===== config.mk =====
export PLATFORM = sky130hd
export DESIGN_NAME = mcp_spi_master
export DESIGN_NICKNAME = d
export VERILOG_FILES = /design/src/rtl/spi_master_pkg.sv /design/src/rtl/SpiClkGen.sv /design/src/rtl/mcp_spi_master.sv
export SDC_FILE = /design/constraint.sdc
export NUM_CORES = 1
export LEC_CHECK = 0
export BUFFER_PORTS_ARGS = -buffer_cell sky130_fd_sc_hd__buf_2
export CORE_MARGIN = 1
export CORE_UTILIZATION = 57
export DETAILED_ROUTE_END_ITERATION = 6
export HOLD_SLACK_MARGIN = 0.12
export PLACE_DENSITY = 0.79
export RECOVER_POWER = 100
export SLEW_MARGIN = 20
export SYNTH_ARGS = -nofsm -noshare
export SYNTH_HDL_FRONTEND = slang
export SYNTH_HIERARCHICAL = 1
export SYNTH_SLANG_ARGS = --single-unit
export TNS_END_PERCENT = 1

===== constraint.sdc =====
create_clock -name sysClk -period 3 [get_ports sysClk]
set_input_delay 0.9 -clock sysClk [delete_from_list [all_inputs] [get_ports sysClk]]
set_output_delay 0.9 -clock sysClk [all_outputs]
set_load 0.05 [all_outputs]

===== src/rtl/spi_master_pkg.sv =====
// Shared types and constants for the MCP-style SPI register master.
//   MasterState   : transaction sequencer states
//   OPCODE_PREFIX : fixed upper nibble of the opcode byte
//   build_opcode  : assembles {prefix, device address, rw}
package spi_master_pkg;

  localparam int unsigned FRAME_BITS = 24;
  localparam int unsigned DIV_W      = 8;

  localparam logic [3:0] OPCODE_PREFIX = 4'b0100;

  typedef enum logic [2:0] {
    IDLE     = 3'd0,
    SETUP    = 3'd1,
    SHIFT_LO = 3'd2,
    SHIFT_HI = 3'd3,
    HOLD     = 3'd4,
    GAP      = 3'd5
  } MasterState;

  // Opcode byte: prefix, hardware address, read/write flag (1 = read).
  function automatic logic [7:0] build_opcode(input logic [2:0] dev_addr, input logic rw);
    return {OPCODE_PREFIX, dev_addr, rw};
  endfunction

endpackage


===== src/rtl/SpiClkGen.sv =====
// Half-period timebase for the SPI master.
//   sysClk : system clock
//   reset  : synchronous active-high reset
//   clear  : restart the period (asserted on transaction accept)
//   tick_c : high for one cycle every CLK_DIV cycles, first tick CLK_DIV
//            cycles after clear
module SpiClkGen
  import spi_master_pkg::*;
#(
  parameter int unsigned CLK_DIV = 4
) (
  input  logic sysClk,
  input  logic reset,
  input  logic clear,
  output logic tick_c
);

  localparam logic [DIV_W-1:0] RELOAD = DIV_W'(CLK_DIV - 1);

  logic [DIV_W-1:0] cnt;

  // Down-counter; reload on reset, clear, or terminal count.
  always_ff @(posedge sysClk) begin
    if (reset || clear) begin
      cnt <= RELOAD;
    end else if (cnt == '0) begin
      cnt <= RELOAD;
    end else begin
      cnt <= cnt - DIV_W'(1);
    end
  end

  assign tick_c = (cnt == '0);

endmodule


===== src/rtl/mcp_spi_master.sv =====
// SPI mode-0 master issuing 3-byte register transactions
// ({opcode, reg_addr, data}) to an MCP-style device.
//   sysClk, reset           : clock and synchronous active-high reset
//   req_i, rw_i             : request and direction (1 = read), taken in IDLE
//   reg_addr_i, wr_data_i   : register address and write byte, taken at accept
//   busy_o, done_o          : in-progress flag and completion pulse
//   rd_data_o               : third byte received on a read
//   spiClk_o, cs_o, mosi_o  : SPI clock, active-low select, serial out
//   miso_i                  : serial in
module mcp_spi_master
  import spi_master_pkg::*;
#(
  parameter int unsigned CLK_DIV  = 4,
  parameter logic [2:0]  DEV_ADDR = 3'b000
) (
  input  logic       sysClk,
  input  logic       reset,
  input  logic       req_i,
  input  logic       rw_i,
  input  logic [7:0] reg_addr_i,
  input  logic [7:0] wr_data_i,
  output logic       busy_o,
  output logic       done_o,
  output logic [7:0] rd_data_o,
  output logic       spiClk_o,
  output logic       cs_o,
  output logic       mosi_o,
  input  logic       miso_i
);

  MasterState            state;
  logic [2:0]            bit_cnt;
  logic [1:0]            byte_cnt;
  logic [FRAME_BITS-2:0] tx_sr;     // bits still to send after the one on mosi_o
  logic [7:0]            rx_sr;
  logic                  rw_q;

  logic                  accept_c;
  logic                  tick_c;
  logic                  last_bit_c;
  logic [FRAME_BITS-1:0] frame_c;

  assign accept_c   = (state == IDLE) && req_i;
  assign last_bit_c = (bit_cnt == 3'd0) && (byte_cnt == 2'd2);
  assign frame_c    = {build_opcode(DEV_ADDR, rw_i), reg_addr_i, (rw_i ? 8'h00 : wr_data_i)};

  SpiClkGen #(
    .CLK_DIV (CLK_DIV)
  ) u_clkgen (
    .sysClk (sysClk),
    .reset  (reset),
    .clear  (accept_c),
    .tick_c (tick_c)
  );

  // Transaction sequencer. Every phase lasts one tick period; spiClk_o rises
  // entering SHIFT_HI (MISO sampled) and falls entering SHIFT_LO (MOSI advances).
  always_ff @(posedge sysClk) begin
    if (reset) begin
      state     <= IDLE;
      cs_o      <= 1'b1;
      spiClk_o  <= 1'b0;
      mosi_o    <= 1'b0;
      busy_o    <= 1'b0;
      done_o    <= 1'b0;
      rd_data_o <= 8'h00;
      bit_cnt   <= 3'd0;
      byte_cnt  <= 2'd0;
      tx_sr     <= '0;
      rx_sr     <= 8'h00;
      rw_q      <= 1'b0;
    end else begin
      done_o <= 1'b0;
      unique case (state)
        IDLE: begin
          if (req_i) begin
            mosi_o   <= frame_c[FRAME_BITS-1];
            tx_sr    <= frame_c[FRAME_BITS-2:0];
            rw_q     <= rw_i;
            cs_o     <= 1'b0;
            busy_o   <= 1'b1;
            bit_cnt  <= 3'd7;
            byte_cnt <= 2'd0;
            state    <= SETUP;
          end
        end

        SETUP: begin
          if (tick_c) begin
            spiClk_o <= 1'b1;
            rx_sr    <= {rx_sr[6:0], miso_i};
            state    <= SHIFT_HI;
          end
        end

        SHIFT_HI: begin
          if (tick_c) begin
            spiClk_o <= 1'b0;
            mosi_o   <= tx_sr[FRAME_BITS-2];
            tx_sr    <= {tx_sr[FRAME_BITS-3:0], 1'b0};
            state    <= SHIFT_LO;
          end
        end

        // End of a bit cell: either start the next bit or wind down.
        SHIFT_LO: begin
          if (tick_c) begin
            if (last_bit_c) begin
              state <= HOLD;
            end else begin
              if (bit_cnt == 3'd0) begin
                bit_cnt  <= 3'd7;
                byte_cnt <= byte_cnt + 2'd1;
              end else begin
                bit_cnt <= bit_cnt - 3'd1;
              end
              spiClk_o <= 1'b1;
              rx_sr    <= {rx_sr[6:0], miso_i};
              state    <= SHIFT_HI;
            end
          end
        end

        // rx_sr holds the last byte shifted in, i.e. the data byte of a read.
        HOLD: begin
          if (tick_c) begin
            cs_o   <= 1'b1;
            done_o <= 1'b1;
            if (rw_q) begin
              rd_data_o <= rx_sr;
            end
            state <= GAP;
          end
        end

        GAP: begin
          if (tick_c) begin
            busy_o <= 1'b0;
            state  <= IDLE;
          end
        end

        default: begin
          state <= IDLE;
        end
      endcase
    end
  end

endmodule


After elaboration in Yosys (flattened, before gate mapping)

Cells that the tools add are included.
W data, S select, Z words.

$add $sub $neg: 3
Eq/ne operators: 14
Multiplexer cells: 38
Bitwise logic cells: 1
Reductions and logical operators: 24

Operator list:

| kind                  | number |
|---|---|
| $mux W23              | 2 |
| $pmux W23 S2          | 1 |
| $mux W3               | 11 |
| $mux W8               | 4 |
| $pmux W3 S6           | 1 |
| $ne A2 B2 Y1 const B  | 8 |
| $pmux W8 S2           | 1 |
| $reduce_and A3 Y1     | 4 |
| $reduce_and A5 Y1     | 2 |
| $reduce_bool A2 Y1    | 5 |
| $logic_not A8 Y1      | 1 |
| $mux W1               | 8 |
| $mux W2               | 4 |
| $reduce_and A4 Y1     | 2 |
| $sub A8 B1 Y8 const B | 1 |
| $eq A3 B2 Y1 const B  | 2 |
| $eq A3 B3 Y1 const B  | 2 |
| $logic_not A3 Y1      | 2 |
| $pmux W1 S2           | 3 |
| $pmux W3 S2           | 1 |
| $reduce_and A6 Y1     | 1 |
| $pmux W2 S2           | 1 |
| $reduce_or A2 Y1      | 2 |
| $eq A3 B1 Y1 const B  | 1 |
| 9 further kinds       | 10 |

Register bits: 61
Input bits: 21
Output and inout bits: 13
Word-level logic and storage cells: 93

Longest topological paths before layout

Gate-level depths: netlist of the first run.

Word-level depth: 5
Depth in mapped cells: 10
Depth with buffers taken out: 8

Modules after synthesis

Netlist of the first run, hierarchy kept.

By module, submodules not included:

| module         | times used | cells an instance | area an instance (µm²) | sequential area each (µm²) |
|---|---|---|---|---|
| mcp_spi_master | 1          | 263               | 2,362.3                | 1,061.0 |
| SpiClkGen      | 1          | 41                | 380.4                  | 160.2 |

Least setup slack after synthesis of the first run

No wires, ideal clock.

Path type: reg2reg
Start: reg u_clkgen.cnt[0]
End: reg rx_sr[0]
Setup time: 0.073 ns
Data arrival time: 2.202 ns
Data required time: 2.927 ns
Slack: 0.725 ns
Cell stages (with the launch flop): 11
Path buffers: 2
Clock period less this slack: 2.275 ns
Cells stage by stage: dfxtp_1 > inv_1 > ha_1 > or3b_2 > nor2_1 > buf_2 > inv_1 > nor2_1 > o21a_1 > clkbuf_1 > mux2i_1

Word-level cells in the longest chain between the ends: 3
Elaborated cells between the ends (all ways): 4
Classes of those cells: eq/ne (2); reduce/logical (2)

RTL lines:

| item                                 | RTL line              | text |
|---|---|---|
| start, declared                      | SpiClkGen.sv:20       | `logic [DIV_W-1:0] cnt;` |
| start signal, assigned               | SpiClkGen.sv:29       | `cnt <= cnt - DIV_W'(1);` |
| $logic_not A8 Y1 *                   | SpiClkGen.sv:33       | `assign tick_c = (cnt == '0);` |
| net tick_c                           | mcp_spi_master.sv:39  | `logic tick_c;` |
| $ne A2 B2 Y1 (no source line)        | -                     |  |
| $reduce_and A4 Y1 (no source line) * | -                     |  |
| end signal, assigned                 | mcp_spi_master.sv:91  | `rx_sr <= {rx_sr[6:0], miso_i};` |
| end signal, assigned                 | mcp_spi_master.sv:118 | `rx_sr <= {rx_sr[6:0], miso_i};` |
| end, declared                        | mcp_spi_master.sv:35  | `logic [7:0] rx_sr;` |

Mark *: on every way through the listed nets, which the timed path passes. The rest lies on a longest branch.
A chain may end at the register's enable or synchronous reset.

Worst setup path after layout of the first run

Start: reg u_clkgen.cnt[0]
End: reg tx_sr[16]

Word-level cells in the longest chain between the ends: 3

RTL lines:

| item                               | RTL line              | text |
|---|---|---|
| $logic_not A8 Y1                   | SpiClkGen.sv:33       |  |
| net tick_c                         | mcp_spi_master.sv:39  |  |
| $ne A2 B2 Y1 (no source line)      | -                     |  |
| $reduce_and A3 Y1 (no source line) | -                     |  |
| end signal, assigned               | mcp_spi_master.sv:78  | `tx_sr <= frame_c[FRAME_BITS-2:0];` |
| end signal, assigned               | mcp_spi_master.sv:100 | `tx_sr <= {tx_sr[FRAME_BITS-3:0], 1'b0};` |
| end, declared                      | mcp_spi_master.sv:34  | `logic [FRAME_BITS-2:0] tx_sr;` |

The timed path passes the listed nets, and every way through them passes these cells.

==> results of run 1 <==
-- worst register-to-register path, cell delays in order (launching register included) --
cell,delay [ns]
dfxtp_1,0.34
inv_1,0.09
ha_1,0.14
or3b_2,0.49
nor2_1,0.16
nand3_1,0.12
a21oi_1,0.16
clkbuf_2,0.52
nor2_1,0.10
a211oi_1,0.24
-- logic make-up after synthesis --
family | count (synthesis)
compound gates | 61
flops | 61
simple gates | 116
fa+ha+maj | 6
buf+inv | 30
mux | 27
xor+xnor | 3
-- cell type report --
type	count	area (um^2)	area share [%]
sequential	61	1220	38.8
timing repair buffer	37	189	6.00
tap	52	65.1	2.07
clock buffer	12	135	4.29
multi-input combinational	213	1390	44.0
inverter	9	33.8	1.07
clock inverter	4	120	3.81
-- worst paths after layout --
path                                 startpoint               to  slack (ns)  cells past startpoint
worst max-delay path            u_clkgen/cnt[0]        tx_sr[16]        0.56                      9
worst min-delay path            u_clkgen/cnt[0]  u_clkgen/cnt[0]        0.43                      1
worst max register to register  u_clkgen/cnt[0]        tx_sr[16]        0.56                      9
worst min register to register  u_clkgen/cnt[0]  u_clkgen/cnt[0]        0.43                      1
-- power groups by stage --
| stage | logic (mW) | registers [mW] | clock network [mW] |
|---|---|---|---|
| after CTS | 0.408 | 0.957 | 0.959 |
| after global routing | 0.449 | 0.969 | 0.997 |
| after floorplan | 0.337 | 0.968 | 0 |
| final | 0.401 | 0.958 | 0.940 |
| after detailed placement | 0.403 | 0.973 | 0 |
| after global placement | 0.398 | 0.970 | 0 |
-- cells in the final DEF (no fill, tap or decap), drive strengths merged, types with 2 or more instances in the layout --
cell type | Yosys | final
mux2i | 27 | 27
a21oi | 15 | 15
xnor2 | 3 | 3
inv | 9 | 9
nor3b | 11 | 11
buf | 7 | 23
and3b | 2 | 2
or2 | 2 | 2
nand4 | 2 | 2
or3b | 2 | 2
nand3b | 2 | 2
a211oi | 20 | 20
or4 | 2 | 2
bufinv | 0 | 4
nor2 | 39 | 39
o21ai | 11 | 11
nor3 | 10 | 10
o32ai | 2 | 2
nand2 | 17 | 17
nand3 | 10 | 10
ha | 5 | 5
o21a | 2 | 2
nand2b | 12 | 12
clkbuf | 14 | 26
dfxtp | 61 | 61
-- sequential cells by signal, indices dropped and copies added, names as in the netlist --
signal	cells
rx_sr	8
cs_o	1
busy_o	1
byte_cnt	2
spiClk_o	1
done_o	1
rw_q	1
state	3
mosi_o	1
u_clkgen/cnt	8
tx_sr	23
rd_data_o	8
bit_cnt	3
-- layer usage --
| metal | vias to the layer above | GRT usage (%) | wire length [um] |
|---|---|---|---|
| met3 | 5 | 8.58 | 223 |
| li1 | 1131 | - | - |
| met4 | 0 | 7.56 | 34 |
| met2 | 39 | 37.7 | 2560 |
| met5 | - | 0 | 0 |
| met1 | 997 | 26.9 | 2530 |
==> metrics.yaml, run 1 <==
outcome: "complete, no violations"
cp_num_buf_inv: 2
synthAdderAreaFrac_pct: 2.65
overflow: 0
final_util_pct: 70.4
drive_above_1_share_pct: 12.8
viasPerCell: 5.60
dp_hpwl_mm: 3.39
setup_tns_ns: 0
fin_cells: 388
root_buffer: "clkbuf_8"
layout.nets: 357
grt_usage_pct: 22.6
start_util_pct: 61.3
synth_top_cell_by_area: "dfxtp_1"
synth_top_family_by_area: "simple AND/OR/NAND/NOR gates"
drt-wirelength-per-cell_um: 13.8
power.switching_mw: 0.608
grt_pass1_wl_mm: 8.94
yosys.area_share.xor_xnor_pct: 0.958
slowest_delay_ns: 0.52
nFillCells: 377
yosys.area_share.simple_pct: 22.2
synth_cell_types: 48
fin_area_um2: 3150
worstSetupEndpointType: "flop"
holdCritPathClass: "reg -> reg"
maxSlewViolCount: 0
cts_setup_buffers: 0
powerDensity_nw_per_um2: 730
worst_path_most_repeated_cell: "nor2_1"
synth_common_cells: "dfxtp_1, nor2_1, mux2i_1"
drt_iter0_drc: 104
drv_cap: 0
grt_pass1_vias: 2015
grt_start_max_net_pins: 39
critPathRequiredTime_ns: 3.25
areaGrowthSynthToFinish_pct: 14.9
yosysMostFrequentCell: "dfxtp_1"
postCtsHoldBufs: 0
first_pass_iters: 4
yosysWarnings: 6
syn_area_um2: 2740
finalCriticalPeriod_ns: 2.44
cts_buffers: 9
h-tree-depth: 3
synth_nets: 330
power_mw: 2.30
cts_tree: "built"
synth_top_cell_area_share_pct: 44.5
setup_violations: 0
dieArea_um2: 5090
rows: 24
hold_viol_final: 0
synthArstFlopShare_pct: 0
tightest_slew_ns: 0.618
crit_family: "simple AND/OR/NAND/NOR gates"
finalWeightedCongestion: 0.820
ys_seq_elements: 61
p_clk_share_pct: 40.9
worstPathCellList: "inv_1 -> ha_1 -> or3b_2 -> nor2_1 -> nand3_1 -> a21oi_1 -> clkbuf_2 -> nor2_1 -> a211oi_1"
syn_inst: 304
seq_area_frac_synth_pct: 44.5
post-place-ws_ns: 0.520
drc: 0
placedCellCount: 372
hold_slack_ns: 0.428
ir_drop_mv: 0.385
synth_enable_flop_cells: 0
cts.sinks: 61
antenna_cells: 0
synth_compound_area_share_pct: 15.1
synth_area_per_cell_um2: 9.02
path_clk_slew_ns: 0.07
die_height_um: 71.4
finClkSkew_ns: 0.00792
ant_nets: 0
dpl_cell_area_um2: 2920
startpoint_type: "flop"
path_class: "reg -> reg"
post-route-period-util_pct: 81.5
p_leak_nw: 1.22
port_buffers: 33
seqPwrFrac_pct: 41.7
max_freq_mhz: 409
antenna_found_initial: 0
muxShareOfSynthArea_pct: 9.85
synth_flop_cell: "dfxtp_1"
cts_resized: 0
yosys-top-cells-area: "dfxtp_1, mux2i_1, a211oi_1"
p_int_mw: 1.69
clockBufferDepth: 2
routed_wl_mm: 5.34
switching_share_pct: 26.5
comb_power_share_pct: 17.5
die_x_um: 71.4
critPathArrivalTime_ns: 2.69
ios: 34
grt_setup_unrepaired: "no"
slew_headroom_pct: 58.8
timing.final.ws_setup_ns: 0.556
insertion_delay_ns: 0.34
critPathMaxFanout: 33
crit_path_top_delay_cell: "clkbuf_2"
core_um2: 4470
dr_total_vias: 2172
(Power assumes the default switching activity.)
==> run 2: changes to the inputs <==
Settings changed: ABC_AREA set to 1, PLACE_DENSITY 0.79 to 0.78.
Clock period 3 ns to 2.32 ns, I/O delays scaled along.
==> run 2 against run 1 <==
  * Utilization decreased by 3.7 points
  * Total power increased by 6.1%
  * Final area about the same
  * Sequential share of layout area about the same
  * Final cell count increased by 25%
  * Sequential power increased by 19%
==> metrics.yaml, run 2 <==
yosys-top-cells-area: "dfxtp_1, nand2_1, a21oi_1"
crit_path_top_delay_cell: "dfxtp_1"
dp_hpwl_mm: 3.62  # +6.8%
critPathArrivalTime_ns: 2.21  # -0.48 ns
port_buffers: 33  # unchanged
cts.sinks: 61  # unchanged
final_cell_mix: "nand2_1, dfxtp_1, a21oi_1"
first_pass_iters: 4  # unchanged
areaGrowthSynthToFinish_pct: 13.0
r2r_cells: 6  # -3
ant_nets: 0  # unchanged
layout.nets: 439  # +23%
setup_violations: 0  # unchanged
worstSetupEndpointType: "flop"
yosysMostFrequentCell: "nand2_1"
placedCellCount: 469  # +26%
die_x_um: 72.0  # +0.84%
grt_usage_pct: 23.7  # +1.1 points
hold_viol_final: 0  # unchanged
core_um2: 4720  # +5.6%
synth_area_per_cell_um2: 7.34  # -19%
grt_start_max_net_pins: 36  # -7.7%
post-place-ws_ns: 0.357  # -0.163 ns
path_clk_slew_ns: 0.07  # about the same
switching_share_pct: 25.4  # -1.0 points
power.switching_mw: 0.620  # +1.9%
tightest_slew_ns: 0.600  # -0.0179 ns
dieArea_um2: 5180  # +1.7%
drt_iter0_drc: 144  # +38%
critPathLaunch: "state[2]"
power_mw: 2.44  # +6.1%
setup_tns_ns: 0  # unchanged
drv_cap: 0  # unchanged
seqPwrFrac_pct: 46.7  # +5.0 points
routed_wl_mm: 5.45  # +2.1%
timing.final.ws_setup_ns: 0.333  # -0.223 ns
dr_total_vias: 2462  # +13%
drt-wirelength-per-cell_um: 11.2  # -18%
synth_flop_cell: "dfxtp_1"
final_util_pct: 66.8  # -3.7 points
start_util_pct: 59.1  # -2.2 points
drc: 0  # unchanged
finClkSkew_ns: 0.00749  # -0.000440 ns
critPathRequiredTime_ns: 2.54  # -0.71 ns
ys_seq_elements: 61  # unchanged
synth_common_cells: "nand2_1, dfxtp_1, a21oi_1"
die_height_um: 72.0  # +0.84%
outcome: "complete, no violations"
synthArstFlopShare_pct: 0  # unchanged
ios: 34  # unchanged
post-route-period-util_pct: 85.6  # +4.2 points
p_int_mw: 1.82  # +7.6%
root_buffer: "clkbuf_8"
synth_enable_flop_cells: 0  # unchanged
layout_commonest_cell: "nand2_1"
h-tree-depth: 3  # unchanged
postCtsHoldBufs: 0  # unchanged
fin_cells: 485  # +25%
worst_r2r_endpoint: "tx_sr[16]"
fin_area_um2: 3150  # about the same
seq_area_frac_synth_pct: 43.8  # -0.76 points
grt_pass1_wl_mm: 9.63  # +7.6%
synth_top_cell_by_area: "dfxtp_1"
grt_pass1_vias: 2257  # +12%
r2r_slack_ns: 0.33  # -0.22 ns
path_class: "reg -> reg"
r2r-start: "state[2]"
worstPathCellList: "inv_1 -> nand3_1 -> nand2_4 -> clkbuf_1 -> o21ai_0 -> a21oi_1"
hold_slack_ns: 0.391  # -0.0371 ns
ir_drop_mv: 0.436  # +13%
max_freq_mhz: 503  # +23%
critPathMaxFanout: 26  # -21%
antenna_cells: 0  # unchanged
syn_inst: 380  # +25%
comb_power_share_pct: 9.8  # -7.7 points
holdCritPathClass: "reg -> reg"
clockBufferDepth: 2  # unchanged
cts_resized: 0  # unchanged
slew_headroom_pct: 60.2  # +1.4 points
insertion_delay_ns: 0.34  # about the same
yosysWarnings: 6  # unchanged
finalCriticalPeriod_ns: 1.99  # -0.457 ns
grt_setup_unrepaired: "no"
overflow: 0  # unchanged
viasPerCell: 5.08  # -9.3%
cts_tree: "built"
slowest_delay_ns: 0.57  # +0.05 ns
rows: 25  # +4.2%
synth_nets: 406  # +23%
top_register: "tx_sr"
synth_cell_types: 32  # -33%
cts_buffers: 9  # unchanged
p_leak_nw: 1.35  # +11%
drive_above_1_share_pct: 13.6  # +0.84 points
powerDensity_nw_per_um2: 773  # +6.0%
dpl_cell_area_um2: 2970  # +1.8%
cts_setup_buffers: 0  # unchanged
syn_area_um2: 2790  # +1.7%
finalWeightedCongestion: 0.822  # +0.22%
startpoint_type: "flop"
largest_reg_flops: 23  # unchanged
antenna_found_initial: 0  # unchanged
synth_top_cell_area_share_pct: 43.8  # -0.76 points
maxSlewViolCount: 0  # unchanged
crit_end: "tx_sr[16]"
p_clk_share_pct: 43.5  # +2.6 points
==> run 2: worst min-delay path by stage <==
stage                            endpoint  slack, ns       startpoint  cells after the start
after floorplan           u_clkgen/cnt[0]       0.37  u_clkgen/cnt[0]                      1
after global placement    u_clkgen/cnt[0]       0.37  u_clkgen/cnt[0]                      1
after detailed placement  u_clkgen/cnt[0]       0.38  u_clkgen/cnt[0]                      1
after CTS                 u_clkgen/cnt[0]       0.39  u_clkgen/cnt[0]                      1
after global routing      u_clkgen/cnt[0]       0.40  u_clkgen/cnt[0]                      1
final                     u_clkgen/cnt[0]       0.39  u_clkgen/cnt[0]                      1
==> run 2: critical path, delay by kind of cell (launching register included) <==
kind / cells / cell delay [ns]
simple gates: 2 / 0.59
flops: 1 / 0.57
buf+inv: 2 / 0.45
compound gates: 2 / 0.25
==> run 2: logic make-up (layout without fill, tap and decap cells) <==
family	count (synthesis)	count (layout)	synth area share [%]
AND/OR/NAND/NOR	188	188	30.6
AO/OA/AOI/OAI	82	82	15.2
buffers and inverters	41	79	7.18
adder cells (fa/ha/maj)	5	5	2.24
XOR/XNOR	3	3	0.942
flip-flops	61	61	43.8
==> run 2: cell type report <==
class / instances / area (um^2)
well taps: 67 / 83.8
inverters: 25 / 96.3
multi-input cells: 278 / 1350
clock inverters: 6 / 86.3
flip-flops and latches: 61 / 1220
fillers: 419 / 1570
clock buffers: 10 / 138
repair buffers: 38 / 183
==> run 2: metal layers <==
| metal | track usage [%] | part of all wire, % | up-vias |
|---|---|---|---|
| met2 | 39.0 | 46 | 46 |
| met3 | 6.67 | 3.2 | 10 |
| met1 | 29.5 | 49 | 1095 |
| met4 | 9.80 | 1.6 | 0 |
| li1 | - | - | 1311 |
| met5 | 0 | 0 | - |
==> run 2: power groups by stage <==
stage                     Clock, mW  Combinational [mW]  Sequential, mW
after floorplan                   0               0.185            1.17
after global placement            0               0.241            1.16
after detailed placement          0               0.246            1.16
after CTS                      1.07               0.248            1.14
after global routing           1.12               0.277            1.14
final                          1.06               0.240            1.14
